<file path="config.mk">
export PLATFORM = sky130hd
export DESIGN_NAME = switch_input_port
export DESIGN_NICKNAME = d
export VERILOG_FILES = /design/src/rtl/switch_input_port.sv
export SDC_FILE = /design/constraint.sdc
export NUM_CORES = 1
export LEC_CHECK = 0
export CAP_MARGIN = 10
export CORE_ASPECT_RATIO = 0.7
export CORE_UTILIZATION = 55
export DETAILED_ROUTE_END_ITERATION = 7
export HOLD_SLACK_MARGIN = 0.08
export PLACE_DENSITY = 0.78
export SKIP_CTS_REPAIR_TIMING = 1
export SLEW_MARGIN = 5
export SYNTH_ARGS = -nofsm -noshare
export SYNTH_HDL_FRONTEND = slang
export SYNTH_SLANG_ARGS = --single-unit
</file>
<file path="constraint.sdc">
create_clock -name clock -period 2.85 [get_ports clock]
set_input_delay 0.57 -clock clock [delete_from_list [all_inputs] [get_ports clock]]
set_output_delay 0.57 -clock clock [all_outputs]
set_load 0.01 [all_outputs]
</file>
<file path="src/rtl/switch_input_port.sv">
// Buffered switch input port: synchronizes switches and the confirm button, pushes a
// switch snapshot per confirmed press into a FIFO drained by IORead. Macro: SWPORT_DEBOUNCE_EN.
module switch_input_port #(
  parameter int SW_WIDTH        = 16,
  parameter int DEBOUNCE_CYCLES = 20,
  parameter int FIFO_DEPTH      = 4
) (
  input  logic                clock,
  input  logic                reset,
  input  logic [SW_WIDTH-1:0] switches,
  input  logic                confirm_bt,
  input  logic                ior,
  input  logic                switchctrl,
  input  logic [1:0]          ioaddr,
  output logic [15:0]         ioread_data,
  output logic                data_valid,
  output logic                overrun
);
  localparam int AW = $clog2(FIFO_DEPTH);

  if (SW_WIDTH > 16 || DEBOUNCE_CYCLES < 1 || FIFO_DEPTH < 2 || (1 << AW) != FIFO_DEPTH) begin : g_param_chk
    $error("switch_input_port: bad parameters");
  end

  logic [1:0]          btn_sync;
  logic [SW_WIDTH-1:0] sw_meta, sw_s;
  logic                btn_s, press;

  always_ff @(posedge clock or posedge reset) begin
    if (reset) begin
      btn_sync <= '0;
      sw_meta  <= '0;
      sw_s     <= '0;
    end else begin
      btn_sync <= {btn_sync[0], confirm_bt};
      sw_meta  <= switches;
      sw_s     <= sw_meta;
    end
  end
  assign btn_s = btn_sync[1];

`ifdef SWPORT_DEBOUNCE_EN
  localparam int CW = $clog2(DEBOUNCE_CYCLES + 1);
  typedef enum logic [1:0] {LOW, WAIT_HIGH, HIGH, WAIT_LOW} db_state_t;

  db_state_t     state, state_nxt;
  logic [CW-1:0] cnt, cnt_nxt, cnt_inc;

  assign cnt_inc = cnt + CW'(1);

  always_ff @(posedge clock or posedge reset) begin
    if (reset) begin
      state <= LOW;
      cnt   <= '0;
    end else begin
      state <= state_nxt;
      cnt   <= cnt_nxt;
    end
  end

  // press is a Mealy output: asserted in the cycle whose closing edge enters HIGH
  always_comb begin
    state_nxt = state;
    cnt_nxt   = '0;
    press     = 1'b0;
    case (state)
      LOW:
        if (btn_s) begin
          if (DEBOUNCE_CYCLES == 1) begin
            state_nxt = HIGH;
            press     = 1'b1;
          end else begin
            state_nxt = WAIT_HIGH;
            cnt_nxt   = CW'(1);
          end
        end
      WAIT_HIGH:
        if (!btn_s) state_nxt = LOW;
        else if (cnt_inc == CW'(DEBOUNCE_CYCLES)) begin
          state_nxt = HIGH;
          press     = 1'b1;
        end else cnt_nxt = cnt_inc;
      HIGH:
        if (!btn_s) begin
          if (DEBOUNCE_CYCLES == 1) state_nxt = LOW;
          else begin
            state_nxt = WAIT_LOW;
            cnt_nxt   = CW'(1);
          end
        end
      WAIT_LOW:
        if (btn_s) state_nxt = HIGH;
        else if (cnt_inc == CW'(DEBOUNCE_CYCLES)) state_nxt = LOW;
        else cnt_nxt = cnt_inc;
      default: state_nxt = LOW;
    endcase
  end
`else
  logic btn_q;

  always_ff @(posedge clock or posedge reset) begin
    if (reset) btn_q <= 1'b0;
    else       btn_q <= btn_s;
  end
  assign press = btn_s & ~btn_q;
`endif

  logic [FIFO_DEPTH-1:0][15:0] mem;
  logic [AW:0]                 rd_ptr, wr_ptr, count;
  logic                        sel, empty, full, pop, push, drop, status_rd;

  assign sel       = ior & switchctrl;
  assign empty     = (rd_ptr == wr_ptr);
  assign full      = (rd_ptr[AW] != wr_ptr[AW]) && (rd_ptr[AW-1:0] == wr_ptr[AW-1:0]);
  assign count     = wr_ptr - rd_ptr;
  assign pop       = sel && (ioaddr == 2'b00) && !empty;
  assign status_rd = sel && (ioaddr == 2'b01);
  // a pop in the same cycle frees the slot the push needs
  assign push      = press && (!full || pop);
  assign drop      = press && full && !pop;

  always_ff @(posedge clock) begin
    if (push) mem[wr_ptr[AW-1:0]] <= 16'(sw_s);
  end

  always_ff @(posedge clock or posedge reset) begin
    if (reset) begin
      rd_ptr  <= '0;
      wr_ptr  <= '0;
      overrun <= 1'b0;
    end else begin
      if (pop)  rd_ptr <= rd_ptr + 1'b1;
      if (push) wr_ptr <= wr_ptr + 1'b1;
      if (drop)           overrun <= 1'b1;
      else if (status_rd) overrun <= 1'b0;
    end
  end

  assign data_valid = !empty;

  always_comb begin
    ioread_data = '0;
    if (sel) begin
      case (ioaddr)
        2'b00:   if (!empty) ioread_data = mem[rd_ptr[AW-1:0]];
        2'b01:   ioread_data = {10'b0, 3'(count), overrun, full, !empty};
        default: ioread_data = '0;
      endcase
    end
  end
endmodule

</file>
Word-level counts from Yosys, hierarchy flattened

Cells that the tools add are included.

Bits in registers: 106
Input port bits: 23
Output and inout port bits: 18
Logic and storage cells: 48

Add/subtract/negate cells: 3
Order comparisons: 3
Equal/unequal tests: 4
Multiplexer cells: 10
Bitwise gates (word level): 3
Reductions and logical operators: 14

Operators by type and width:

| cell                | number |
|---|---|
| $bwmux 64           | 1 |
| $mux 16             | 4 |
| $bmux 16 s2         | 1 |
| $demux 16 s2        | 1 |
| $pmux 16 s2         | 1 |
| $logic_and 1x1->1   | 8 |
| $add 3x1->3 const B | 2 |
| $lt 2x3->1 const B  | 2 |
| $eq 3x3->1          | 1 |
| $logic_not 1->1     | 3 |
| $sub 3x3->3         | 1 |
| $and 1x1->1         | 2 |
| $eq 2x1->1 const B  | 1 |
| $eq 2x2->1          | 1 |
| $ge 2x1->1 const B  | 1 |
| $logic_not 2->1     | 1 |
| $mux 1              | 2 |
| $reduce_bool 2->1   | 1 |
| $logic_or 1x1->1    | 1 |
| $ne 1x1->1          | 1 |
| $not 1->1           | 1 |

Longest topological paths before layout

Gate-level depths: netlist (run 1).

Depth after elaboration: 6
Depth in mapped cells: 8
Gate-level depth less buffers: 6

Least setup slack after synthesis (run 1)

OpenSTA, ideal clock, no wires.

Path kind: register to output
From: register rd_ptr[1]
To: output port ioread_data[10]
Arrival time: 2,144 ps
Required time: 2,280 ps
Setup slack: 136 ps
Cell stages (with the launch flop): 9
Path buffers: 3
Cells stage by stage: dfrtp_1 > clkbuf_1 > buf_2 > inv_1 > ha_1 > and2_1 > a21oi_2 > clkbuf_1 > and2_1

Word-level cells in the longest chain between the ends: 5
Elaborated cells on any way between the ends: 6
Those cells by class: eq/ne (1); mux (5)

Ends and longest elaborated chain:

| element                       | RTL line | text |
|---|---|---|
| start: declaration            | 109      | `logic [AW:0] rd_ptr, wr_ptr, count;` |
| start signal: assignment      | 132      | `if (pop) rd_ptr <= rd_ptr + 1'b1;` |
| $bmux 16 s2                   | 145      | `2'b00: if (!empty) ioread_data = mem[rd_ptr[AW-1:0]];` |
| $mux 16 (implied by the code) | 145      |  |
| $mux 16 (*)                   | 145      |  |
| $pmux 16 s2 (*)               | 144      | `case (ioaddr)` |
| $mux 16 (*)                   | 143      | `if (sel) begin` |
| end: declaration              | 15       | `output logic [15:0] ioread_data,` |

Every way passes the cells marked *; elsewhere a longest branch is shown, timed or not. The select of a mux whose other input is x is not followed.

Worst setup path in the final report (run 1)

From: register rd_ptr[0]
To: output port ioread_data[0]

Word-level cells in the longest chain between the ends: 5
Elaborated cells on any way between the ends: 7
Those cells by class: eq/ne (1); mux (5); reduce/logical (1)

Ends and longest elaborated chain:

| element                       | RTL line |
|---|---|
| $bmux 16 s2                   | 145 |
| $mux 16 (implied by the code) | 145 |
| $mux 16                       | 145 |
| $pmux 16 s2 (*)               | 144 |
| $mux 16 (*)                   | 143 |

Marked as above.

==> results of run 1 <==
sequential cells by signal (all words and copies together) (netlist names):
register and flops:
btn_q 1, btn_sync 2, mem 64, overrun 1, rd_ptr 3, sw_meta 16, sw_s 16, wr_ptr 3
path summary, 6_finish.rpt:
path	to	slack, ns	depth (start not counted)
worst max-delay path	ioread_data[0]	0.07	4
worst min-delay path	sw_s[5]	0.36	0
worst max register to register	mem[16]	0.90	6
worst min register to register	sw_s[5]	0.36	0
max in group asynchronous	btn_q	1.75	3
min in group asynchronous	sw_meta[10]	0.58	2
per-stage QoR:
step           instances  setup TNS [ns]  power (µW)  worst slack, ns  utilization, %
6_report             348               0        3860           0.0743            70.0
5_1_grt              348               0        4070         0.000625            70.0
4_1_cts              345           -2.06        3880           -0.167            68.9
3_5_place_dp         329         -0.0824        2980          -0.0226            65.9
3_3_place_gp         329               0        2960           0.0254            65.9
2_1_floorplan        187               0        2610            0.136               -
power by group:
part           switching (µW)  leakage, µW  internal (µW)
Clock                     499     0.000103            392
Sequential               81.3      0.00107           1820
Combinational             521     0.000832            552
metal layers:
layer,vias to the layer above,global-route usage (%)
met5,-,0
met1,941,25.1
met4,0,5.80
li1,833,-
met3,4,4.78
met2,40,31.6
synthesized netlist by cell type (2+ instances only):
cell type  instances  area [µm²]
xnor2_1            5        43.8
buf_2              3        15.0
mux4_2            16         360
xor2_1             2        17.5
dfrtp_1           42        1050
and2_1            14        87.6
nor2_1             2        7.51
inv_1              7        26.3
ha_1               7        87.6
clkbuf_1           2        7.51
edfxtp_1          64        1920
nand2_1            3        11.3
a32o_1             5        50.1
cells by family after synthesis:
family	Yosys count	share of synthesized area, %
muxes	18	9.99
xor gates and xnor gates	7	1.60
AOI/OAI and AO/OA	12	2.84
DFF	106	77.6
buffers and inverters	13	1.47
and+or+nand+nor	23	3.69
adders and majority gates	8	2.81
layout make-up:
class | count | area [µm²] | share of cell area [%]
clock buffer | 11 | 153 | 3.23
clock inverter | 5 | 51.3 | 1.09
inverter | 7 | 26.3 | 0.556
multi-input combinational | 68 | 812 | 17.2
sequential | 106 | 2970 | 62.9
tap | 94 | 118 | 2.49
timing repair buffer | 57 | 594 | 12.6
==> results.toml, run 1 <==
[run_status]
status = "completed"

[timing]
worst_pin_slew_ns = 0.829
final_max_slew_viol_count = 0
relSlewSlack_pct = 44.4
skew_ns = 0.00844
layout_min_cycle_time_ns = 2.78
fin_crit_sh_pct = 97.4
setup_viol = 0
rsz0062_at_grt = "no"
hold_violations = 0
fmax_ghz = 0.360
hold_slack_ns = 0.357

[die]
start_util_pct = 56.7
die_h_um = 71.8
rows = 25
die_w_um = 102
die_area_um2 = 7310
pin_count = 41
core-area_um2 = 6760

[critical_path]
cp_data_arrival_time_ns = 2.21
critPathSlowestCell = "mux4_2"
crit_path_end_kind = "output pin"
crit_fanout = 13
crit_start = "rd_ptr[0]"
crit-reg2reg-launch = "wr_ptr[0]"
slowest_delay_ns = 0.53
path_delay_family = "buffers and inverters"
path_cells = "buf_6 -> mux4_2 -> o211a_1 -> clkdlybuf4s50_1"
critical_path_class = "flop to output pin"
cp_num_buf_inv = 2
cp.required_ns = 2.28
cp-start-kind = "flop"

[layout]
most-common-layout-cells = "edfxtp_1 (64), dfrtp_1 (42), clkdlybuf4s50_1 (25)"
n_antenna_cell = 0
final_common_cell = "edfxtp_1"
drive_gt1_share_pct = 20.5
fillers = 443
nets = 280
design_area_um2 = 4730
area_delta_synth_final_pct = 23.4

[drt]
via_per_inst = 5.22
wl_met3_um = 223
postRouteAntennaNets = 0
met2_wirelength_um = 3190
num_vias = 1818
met1_length_um = 2690
wire_per_inst_um = 17.6
drc_errors = 0
routed.top_layer = "met4"
routed_wl_um = 6130
drt_iter0_drc = 114
dr.pass1.iters = 4

[pwr]
p_leak_uw = 0.00201
vdd_drop_max_uv = 444
powerDensity_nw_per_um2 = 817

[worst_hold_path]
hold_class = "flop to flop"
min_from = "sw_meta[5]"

[synthesis]
synth_seq_area_share_pct = 77.6
synth_area_um2 = 3830
synth_top_flop_cell = "edfxtp_1"
async_flop_share_pct = 39.6
synth_edf_count = 64
yosys_warnings = 0
ys_seq_elements = 106
synth_nets = 218
synthCells = 187
synth.avg_cell_area_um2 = 20.5
ys_types = 28

[global_routing]
track_usage_pct = 19.0
antenna_found_initial = 0
grt_pass1_vias = 1926
grt_pass1_wl_um = 9810
gr-total-overflow = 0
grt_max_degree = 23

[placed_design]
portBuffers = 40
placed_area_um2 = 4450
dp_hpwl_um = 4000
globalplace.congestion = 0.787

[clocking]
cts-root-buf = "clkbuf_8"
cts_tree = "done"
htree_num_levels = 3
clk_path_buf_depth = 2
clock-sinks = 106
cts.clk_slew.worst_paths_ns = 0.10
clk_latency_ns = 0.35
cts_buffers = 9

[job]
cap_violations = 0
Power figures use the tool's default switching activity.
==> run 2: changes to the inputs <==
- GPL_TIMING_DRIVEN: not set -> 0
- RECOVER_POWER: not set -> 50
- REMOVE_ABC_BUFFERS: not set -> 1
==> run 2 against run 1 <==
Setup slack improved by 0.098 ns. Fmax rose by 3.7%. Clock-buffer cell count fell by 1. Total power fell by 1.3%. Clock skew rose by 0.0024 ns. Sequential power barely moved. Cell area fell by 0.90%. Global-route usage fell by 1.8 points. Clock power fell by 1%. Core utilization fell by 0.63 points. Sequential share of layout area rose by 0.73 points. Routed wire length fell by 7.3%. Largest power group unchanged.
==> results.toml, run 2 (synthesis results as in run 1) <==
[drt]
routed_wl_um = 5680
num_vias = 1772
drc_errors = 0
dr.pass1.iters = 5
via_per_inst = 5.21
postRouteAntennaNets = 0
wire_per_inst_um = 16.7
drt_iter0_drc = 97

[placed_design]
portBuffers = 40
dp_hpwl_um = 3480
globalplace.congestion = 0.759

[pwr]
p_sw_share_pct = 27.8
p_leak_uw = 0.00199
power.switching_uw = 1060
seqPwrFrac_pct = 50.7
vdd_drop_max_uv = 422
clock_power_share_pct = 23.1
powerDensity_nw_per_um2 = 814
internal_power_uw = 2760
pwr-share-comb_pct = 26.2

[die]
die_w_um = 102
die_area_um2 = 7310
die_h_um = 71.8
core-area_um2 = 6760
pin_count = 41
start_util_pct = 56.7
rows = 25

[critical_path]
critPathSlowestCell = "clkdlybuf4s50_1"
slowest_delay_ns = 0.54
path_delay_family = "buffers and inverters"
cp.required_ns = 2.28
crit_fanout = 4
path_cells = "ha_1 -> and2_2 -> nand2_1 -> clkdlybuf4s50_1"
cp-start-kind = "flop"
crit_path_end_kind = "output pin"
cp_data_arrival_time_ns = 2.11
critical_path_class = "flop to output pin"
cp_num_buf_inv = 1

[timing]
hold_violations = 0
worst_pin_slew_ns = 0.897
setup_tns_ns = 0
fmax_ghz = 0.373
skew_ns = 0.0108
fin_crit_sh_pct = 94.0
final_max_slew_viol_count = 0
rsz0062_at_grt = "no"
layout_min_cycle_time_ns = 2.68
relSlewSlack_pct = 40.2
setup_viol = 0
hold_slack_ns = 0.350

[clocking]
clock-sinks = 106
clk_latency_ns = 0.36
cts.clk_slew.worst_paths_ns = 0.09
clk_path_buf_depth = 2
cts_tree = "done"
htree_num_levels = 3
cts_buffers = 9
cts-root-buf = "clkbuf_8"

[layout]
area_delta_synth_final_pct = 22.3
n_antenna_cell = 0
final_util_pct = 69.3
drive_gt1_share_pct = 19.9
most-common-layout-cells = "edfxtp_1 (64), dfrtp_1 (40), dlygate4sd3_1 (18)"
final_common_cell = "edfxtp_1"
largest_register_ffs = 64
nets = 272

[worst_hold_path]
hold_class = "flop to flop"

[global_routing]
antenna_found_initial = 0
grt_pass1_vias = 1782
track_usage_pct = 17.2
grt_pass1_wl_um = 8750
grt_max_degree = 34
gr-total-overflow = 0

[job]
cap_violations = 0

[run_status]
status = "completed"
-- run 2: cell count changes in the layout (fill, tap and decap cells not counted), moves of 2 or more --
cell	delta
buf_4	-8
dlygate4sd3_1	+18
dlymetal6s2s_1	+2
clkdlybuf4s50_1	-20
inv_6	-2
dfrtp_4	+2
inv_2	+2
dfrtp_1	-2
-- run 2: power by group through the flow --
stage / Combinational [µW] / Clock, µW / Sequential, µW
after floorplan: 576 / 0 / 2000
after global placement: 780 / 0 / 2060
after detailed placement: 803 / 0 / 2060
after CTS: 807 / 902 / 2030
after global routing: 1090 / 958 / 1950
final: 1000 / 879 / 1930
-- run 2: cell type report --
class                   instances  area, µm²
fillers                       449       2070
flip-flops and latches        106       2980
repair buffers                 49        539
multi-input cells              68        830
well taps                      94        118
clock buffers                  10        128
inverters                       7       26.3
clock inverters                 6       63.8
-- run 2: final timing paths --
| check | end | cells past startpoint | startpoint | slack [ns] |
|---|---|---|---|---|
| max | data_valid | 4 | rd_ptr[0] | 0.17 |
| min | sw_s[14] | 0 | sw_meta[14] | 0.35 |
| max reg2reg | mem[42] | 4 | rd_ptr[0] | 0.44 |
| min reg2reg | sw_s[14] | 0 | sw_meta[14] | 0.35 |
| max in group asynchronous | rd_ptr[1] | 3 | reset | 1.71 |
| min in group asynchronous | sw_meta[5] | 2 | reset | 0.62 |
-- run 2: layer usage --
metal	wire, µm	global-route usage [%]	vias to the layer above	share of wire (%)
met5	0	0	-	0
met4	78	6.12	0	1.4
met3	233	5.37	10	4.1
met2	2920	28.7	40	51
met1	2460	21.6	904	43
li1	-	-	818	-
-- run 2: through the flow --
stage | power, µW | setup slack [ns] | cells | area (µm²)
floorplan | 2580 | 0.176 | 181 | 3800
global placement | 2840 | -0.938 | 315 | 4320
detailed placement | 2870 | -0.933 | 316 | 4340
CTS | 3740 | -1.35 | 332 | 4530
global route | 4000 | 0.113 | 340 | 4680
finish | 3810 | 0.172 | 340 | 4680
-- run 2: worst register-to-register path, cell delays in order (launching register included) --
cell and delay, ns:
dfrtp_4 0.51, ha_1 0.34, nand2_1 0.16, o31a_1 0.27, and2_1 0.76
==> run 3: changes to the inputs <==
- clock period: 2.85 -> 2.9 ns (I/O delays scaled with it)
==> run 3 against run 2 <==
Total power is 1.7% lower. Clock skew stayed put. First-iteration DRC count stayed put. Sequential power about the same. Clock-buffer cell count unchanged. Critical endpoint is now ioread_data[0].
==> results.toml, run 3 (synthesis results as in run 1) <==
[run_status]
status = "completed"

[drt]
wire_per_inst_um = 16.7
dr.pass1.iters = 5
routed_wl_um = 5680
drc_errors = 0
via_per_inst = 5.21
num_vias = 1772
drt_iter0_drc = 97
postRouteAntennaNets = 0

[global_routing]
grt_max_degree = 34
track_usage_pct = 17.2
grt_pass1_wl_um = 8750
grt_pass1_vias = 1782
antenna_found_initial = 0
gr-total-overflow = 0

[critical_path]
cp.required_ns = 2.32
crit_fanout = 4
crit_path_end_kind = "output pin"
critical_path_class = "flop to output pin"
cp-start-kind = "flop"
cp_data_arrival_time_ns = 2.24

[clocking]
clock-sinks = 106
cts.clk_slew.worst_paths_ns = 0.09
cts-root-buf = "clkbuf_8"
cts_buffers = 9
clk_path_buf_depth = 2
clk_latency_ns = 0.36
htree_num_levels = 3
cts_tree = "done"

[layout]
fillers = 450
n_antenna_cell = 0
drive_gt1_share_pct = 19.9
nets = 272
most-common-layout-cells = "edfxtp_1 (64), dfrtp_1 (40), dlygate4sd3_1 (18)"
area_delta_synth_final_pct = 22.2
final_common_cell = "edfxtp_1"
largest_register_ffs = 64

[pwr]
power_uw = 3750
vdd_drop_max_uv = 414
powerDensity_nw_per_um2 = 801
p_leak_uw = 0.00197

[die]
die_area_um2 = 7310
die_h_um = 71.8
die_w_um = 102
start_util_pct = 56.7
core-area_um2 = 6760
pin_count = 41
rows = 25

[timing]
skew_ns = 0.0108
relSlewSlack_pct = 40.2
layout_min_cycle_time_ns = 2.82
fmax_ghz = 0.354
setup_viol = 0
rsz0062_at_grt = "no"
worst_pin_slew_ns = 0.897
final_max_slew_viol_count = 0
fin_crit_sh_pct = 97.3
fin_ws_ns = 0.0783
hold_violations = 0

[placed_design]
globalplace.congestion = 0.759
dp_hpwl_um = 3480
pre_cts_ws_ns = -0.893
portBuffers = 40

[job]
cap_violations = 0

[worst_hold_path]
hold_class = "flop to flop"
## run 3: worst max-delay path, stage by stage (launching register included)
cell	delay [ns]
dfrtp_4	0.51
ha_1	0.34
and2_2	0.25
nand2_1	0.11
o211a_1	0.15
clkdlybuf4s50_1	0.52
## run 3: layout make-up
cell class | count | area [µm²] | share of cell area [%]
clock buffer | 10 | 128 | 2.73
clock inverter | 6 | 63.8 | 1.36
inverter | 7 | 26.3 | 0.561
multi-input combinational | 68 | 830 | 17.7
sequential | 106 | 2980 | 63.7
tap | 94 | 118 | 2.51
timing repair buffer | 49 | 537 | 11.5
## run 3: worst paths after layout
path                                   from             end  slack, ns  cells past startpoint
worst max register to register    rd_ptr[0]         mem[42]       0.49                      4
worst min register to register  sw_meta[14]        sw_s[14]       0.35                      0
max in group asynchronous             reset       rd_ptr[1]       1.75                      3
min in group asynchronous             reset      sw_meta[5]       0.63                      2
worst min-delay path            sw_meta[14]        sw_s[14]       0.35                      0
worst max-delay path              rd_ptr[0]  ioread_data[0]       0.08                      5
## run 3: power by group
| part | switching [µW] | internal (µW) | leakage, µW |
|---|---|---|---|
| sequential | 100 | 1800 | 0.00107 |
| combinational | 477 | 507 | 0.000808 |
| clock | 463 | 401 | 0.0000947 |
## run 3: routing by layer
layer	track usage (%)	share of wire [%]
met3	5.37	4.1
met1	21.6	43
met2	28.7	51
met4	6.12	1.4
met5	0	0
## run 3: stage by stage
step	TNS, ns	hold WS, ns	util [%]	std cells	instance area [µm²]
after global placement	-20.91	0.332	63.9	315	4320
after floorplan	0	0.331	-	181	3800
after CTS	-30.84	0.351	67.1	332	4530
after detailed placement	-23.20	0.335	64.2	316	4340
final	0	0.350	69.3	340	4680
after global routing	0	0.358	69.3	340	4680
==> RTL edit 1: new RTL, flow settings as in run 2 <==
Add a define of `SWPORT_DEBOUNCE_EN`.
--- a/src/rtl/switch_input_port.sv
+++ b/src/rtl/switch_input_port.sv
@@ -1,5 +1,7 @@
 // Buffered switch input port: synchronizes switches and the confirm button, pushes a
 // switch snapshot per confirmed press into a FIFO drained by IORead. Macro: SWPORT_DEBOUNCE_EN.
+`define SWPORT_DEBOUNCE_EN
+
 module switch_input_port #(
   parameter int SW_WIDTH        = 16,
   parameter int DEBOUNCE_CYCLES = 20,
Function: changed (a bounded check fails within 4 cycles, from zero or initial values and one cycle with reset high).
==> RTL edit 1 against run 2 <==
Synthesized cell count is 17% higher. Sequential cell count is 6 higher. Total power is 8.4% lower. Via count is 16% higher. Cell area is 9.0% higher. Clock skew hardly changed. Count of clock-buffer cells in the layout stayed put. Routed wire length is 19% higher. Combinational power is 23% lower. Synthesized area is 10% higher. Die area is 10% higher. Worst setup slack worse by 0.069 ns. Largest power group unchanged.
==> RTL edit 1: results (changes against run 2) <==
synth_seq_cells: 112  # was 106
wirelength_mm: 6.77  # was 5.68 mm
synthCells: 219  # was 187
crit_buf_inv: 2  # was 1
critPathTopFamily: "adder cells"  # was buffers and inverters
cpPeakStageDelay_ns: 0.52  # was 0.54 ns
dpl.hpwl_mm: 3.98  # was 3.48 mm
reg2reg_slack_ns: 0.28  # was 0.44 ns
p_sw_uw: 874  # was 1.06 mW
grt_use_met2_pct: 27.5  # was 28.7%
hold_viol_final: 0  # unchanged
via_per_inst: 5.35  # was 5.21
fin_skew_ns: 0.0105  # was 0.0108 ns
grt_pass1_wl_mm: 9.68  # was 8.75 mm
nNetsFinal: 314  # was 272
fillers: 488  # was 449
synth_xor_area_share_pct: 1.84  # was 1.60%
critPathMaxFanout: 5  # was 4
synthAdderAreaFrac_pct: 2.84  # was 2.81%
r2r-start: "cnt[0]"  # was rd_ptr[0]
grt_pass1_vias: 1908  # was 1782
grtUsageMet3_pct: 5.90  # was 5.37%
path_clk_slew_ns: 0.10
critPathCapture: "ioread_data[5]"  # was data_valid
synth_common_cells: "edfxtp_1 (64), dfrtp_1 (48), and3_1 (11), mux4_1 (11), nor2_1 (9)"  # was edfxtp_1 (64), dfrtp_1 (42), mux4_2 (16)
r2r_cells: 5  # was 4
leakagePower_nw: 2.22  # was 1.99 nW
comb_power_uw: 767  # was 1.00 mW
io_buffers: 40  # unchanged
slew_headroom_pct: 43.0  # was 40.2%
synth_compound_area_share_pct: 2.43  # was 2.84%
critPathSlowestCell: "dfrtp_4"  # was clkdlybuf4s50_1
synthMuxAreaShare_pct: 11.0  # was 9.99%
ir_drop_mv: 0.422  # about the same
ys_types: 38  # was 28
seq-power_mw: 1.82  # was 1.93 mW
wl_met1_mm: 2.80  # was 2.46 mm
drive_above_1_share_pct: 19.2  # was 19.9%
timing.rr.end: "mem[24]"  # was mem[42]
globalRouteTotalUtil_pct: 17.6  # was 17.2%
globalplace.congestion: 0.759  # about the same
first_pass_iters: 4  # was 5
grt_use_met1_pct: 23.5  # was 21.6%
place_ws_ns: -0.569  # was -0.933 ns
synthTopCellsByArea: "edfxtp_1 (45%), dfrtp_1 (28%), mux4_1 (6.8%)"  # was edfxtp_1 (50%), dfrtp_1 (27%), mux4_2 (9.4%)
dp_cells: 351  # was 316
period_share_pct: 96.4  # was 94.0%
wl_met3_microns: 437  # was 233 microns
wl_met2_mm: 3.48  # was 2.92 mm
final_cell_area_sq_um: 5110  # was 4680 sq um
synth.yosys.seq_area_share_pct: 73.9  # was 77.6%
synthArstFlopShare_pct: 42.9  # was 39.6%
outcome: "completed"  # unchanged
drt_iter0_markers: 147  # was 97
intPower_mw: 2.62  # was 2.76 mW
root_buffer: "clkbuf_8"  # unchanged
## RTL edit 1: changes by cell type in the layout (fill, tap and decap cells not counted), moves of 5 or more
cell,delta
mux4_1,+10
buf_4,+8
and2_1,-10
nor2_1,+8
a21oi_1,+6
dfrtp_1,+6
and3_1,+11
a32o_1,-5
mux4_2,-10
## RTL edit 1: how the worst min path moves through the flow
stage	from	end	slack, ns
floorplan	btn_sync[0]	btn_sync[1]	0.33
global placement	sw_meta[8]	sw_s[8]	0.33
detailed placement	sw_meta[2]	sw_s[2]	0.34
CTS	sw_meta[2]	sw_s[2]	0.36
global route	sw_meta[2]	sw_s[2]	0.36
finish	sw_meta[2]	sw_s[2]	0.35
## RTL edit 1: cell type report
type | instances | area share, %
sequential | 112 | 61.3
tap | 98 | 2.40
inverter | 7 | 0.588
multi-input combinational | 93 | 20.3
clock buffer | 10 | 2.50
timing repair buffer | 59 | 11.7
clock inverter | 6 | 1.30
==> RTL edit 2: new RTL, config.mk and constraints of run 2 <==
Without the edit above. Put a register stage on the output `data_valid`, with the module's reset. The value now appears one clock later. The other outputs are not delayed to match.
--- a/src/rtl/switch_input_port.sv
+++ b/src/rtl/switch_input_port.sv
@@ -136,7 +136,13 @@
     end
   end
 
-  assign data_valid = !empty;
+  always_ff @(posedge clock or posedge reset) begin
+    if (reset) begin
+      data_valid <= '0;
+    end else begin
+      data_valid <= !empty;
+    end
+  end
 
   always_comb begin
     ioread_data = '0;
Formal check against the unedited RTL: not equivalent (Yosys sat finds a counterexample within 4 cycles, from zero or initial values and one cycle with reset high).
==> RTL edit 2 against run 2 <==
The flow now finishes with violations (negative setup slack). Cell area down 0.24%. Total power up 0.28%. Sequential cell count up 1. Worst setup slack worse by 0.20 ns. Synthesized cell count up 0.53%. Routed wire length up 7.8%. Sequential share of layout area up 0.69 points. Register-to-register slack worse by 0.02 ns. Core utilization down 0.17 points. Synthesized area up 0.65%. Die area up 0.63%.
==> RTL edit 2: results (changes against run 2) <==
wirelength_mm: 6.13  # was 5.68 mm
critPathCapture: "ioread_data[2]"  # was data_valid
leakagePower_nw: 1.91  # was 1.99 nW
synth_common_cells: "edfxtp_1 (64), dfrtp_1 (43), mux4_2 (16)"  # was edfxtp_1 (64), dfrtp_1 (42), mux4_2 (16)
fin_ws_ns: -0.0266  # was 0.172 ns
path_clk_slew_ns: 0.09  # about the same
fillers: 443  # was 449
dpl.hpwl_mm: 3.67  # was 3.48 mm
fin_tns_setup_ns: -0.0266  # was 0 ns
worstHoldStart: "sw_meta[14]"  # unchanged
timing.rr.end: "mem[10]"  # was mem[42]
combinationalPowerShare_pct: 27.1  # was 26.2%
comb_power_mw: 1.04  # was 1.00 mW
synth.yosys.seq_area_share_pct: 77.7  # was 77.6%
ys_warn_count: 0  # unchanged
reg2reg_slack_ns: 0.42  # was 0.44 ns
nNetsFinal: 274  # was 272
finalSetupViolCount: 1  # was 0
final_cell_count_no_fill: 342  # was 340
via_per_inst: 5.23  # was 5.21
r2r_cells: 5  # was 4
tightest_slew_ns: 0.873  # was 0.897 ns
htree_levels: 3  # unchanged
p_sw_mw: 1.12  # was 1.06 mW
placed_cell_area_sq_um: 4360  # was 4340 sq um
synthTopCellsByArea: "edfxtp_1 (50%), dfrtp_1 (28%), mux4_2 (9.3%)"  # was edfxtp_1 (50%), dfrtp_1 (27%), mux4_2 (9.4%)
antenna_cells: 0  # unchanged
drive_above_1_share_pct: 21.4  # was 19.9%
cp_data_arrival_time_ns: 2.31  # was 2.11 ns
place_ws_ns: -1.02  # was -0.933 ns
worstHoldPathType: "reg -> reg"  # unchanged
cpPeakStageDelay_ns: 0.57  # was 0.54 ns
dp_cells: 317  # was 316
startpoint: "ioaddr[0]"  # was rd_ptr[0]
fin_skew_ns: 0.0125  # was 0.0108 ns
globalplace.congestion: 0.757  # was 0.759
grt_pass1_vias: 1825  # was 1782
whs_ns: 0.353  # was 0.350 ns
outcome: "finished, violations left"  # was completed
drt_iter0_markers: 99  # was 97
violations: "negative setup slack"
globalRouteTotalUtil_pct: 18.5  # was 17.2%
grt_pass1_wl_mm: 9.34  # was 8.75 mm
ir_drop_mv: 0.394  # was 0.422 mV
min_path_cells: 0  # unchanged
critPathMaxFanout: 9  # was 4
p_clk_uw: 835  # was 879 uW
grt_max_degree: 26  # was 34
synthArstFlopShare_pct: 40.2  # was 39.6%
first_pass_iters: 4  # was 5
==> RTL edit 2: area by class of cell <==
class | count | area, sq um | area share, %
Clock buffer | 9 | 124 | 2.65
Clock inverter | 7 | 57.6 | 1.23
Inverter | 7 | 26.3 | 0.562
Multi-Input combinational cell | 68 | 825 | 17.6
Sequential cell | 107 | 3010 | 64.3
Tap cell | 94 | 118 | 2.52
Timing Repair Buffer | 50 | 518 | 11.1
==> RTL edit 2: routing by layer <==
metal / global-route usage [%] / wire, microns / share of wire (%) / vias up
li1: - / - / - / 823
met2: 29.0 / 3080 / 50 / 44
met4: 8.10 / 86 / 1.4 / 0
met1: 24.3 / 2690 / 44 / 913
met3: 5.78 / 275 / 4.5 / 8
met5: 0 / 0 / 0 / -
==> RTL edit 2: logic make-up after synthesis <==
logic type | synth area share, %
mux | 9.93
xor+xnor | 1.59
fa+ha+maj | 2.79
compound gates | 2.82
flops | 77.7
buf+inv | 1.46
simple gates | 3.67
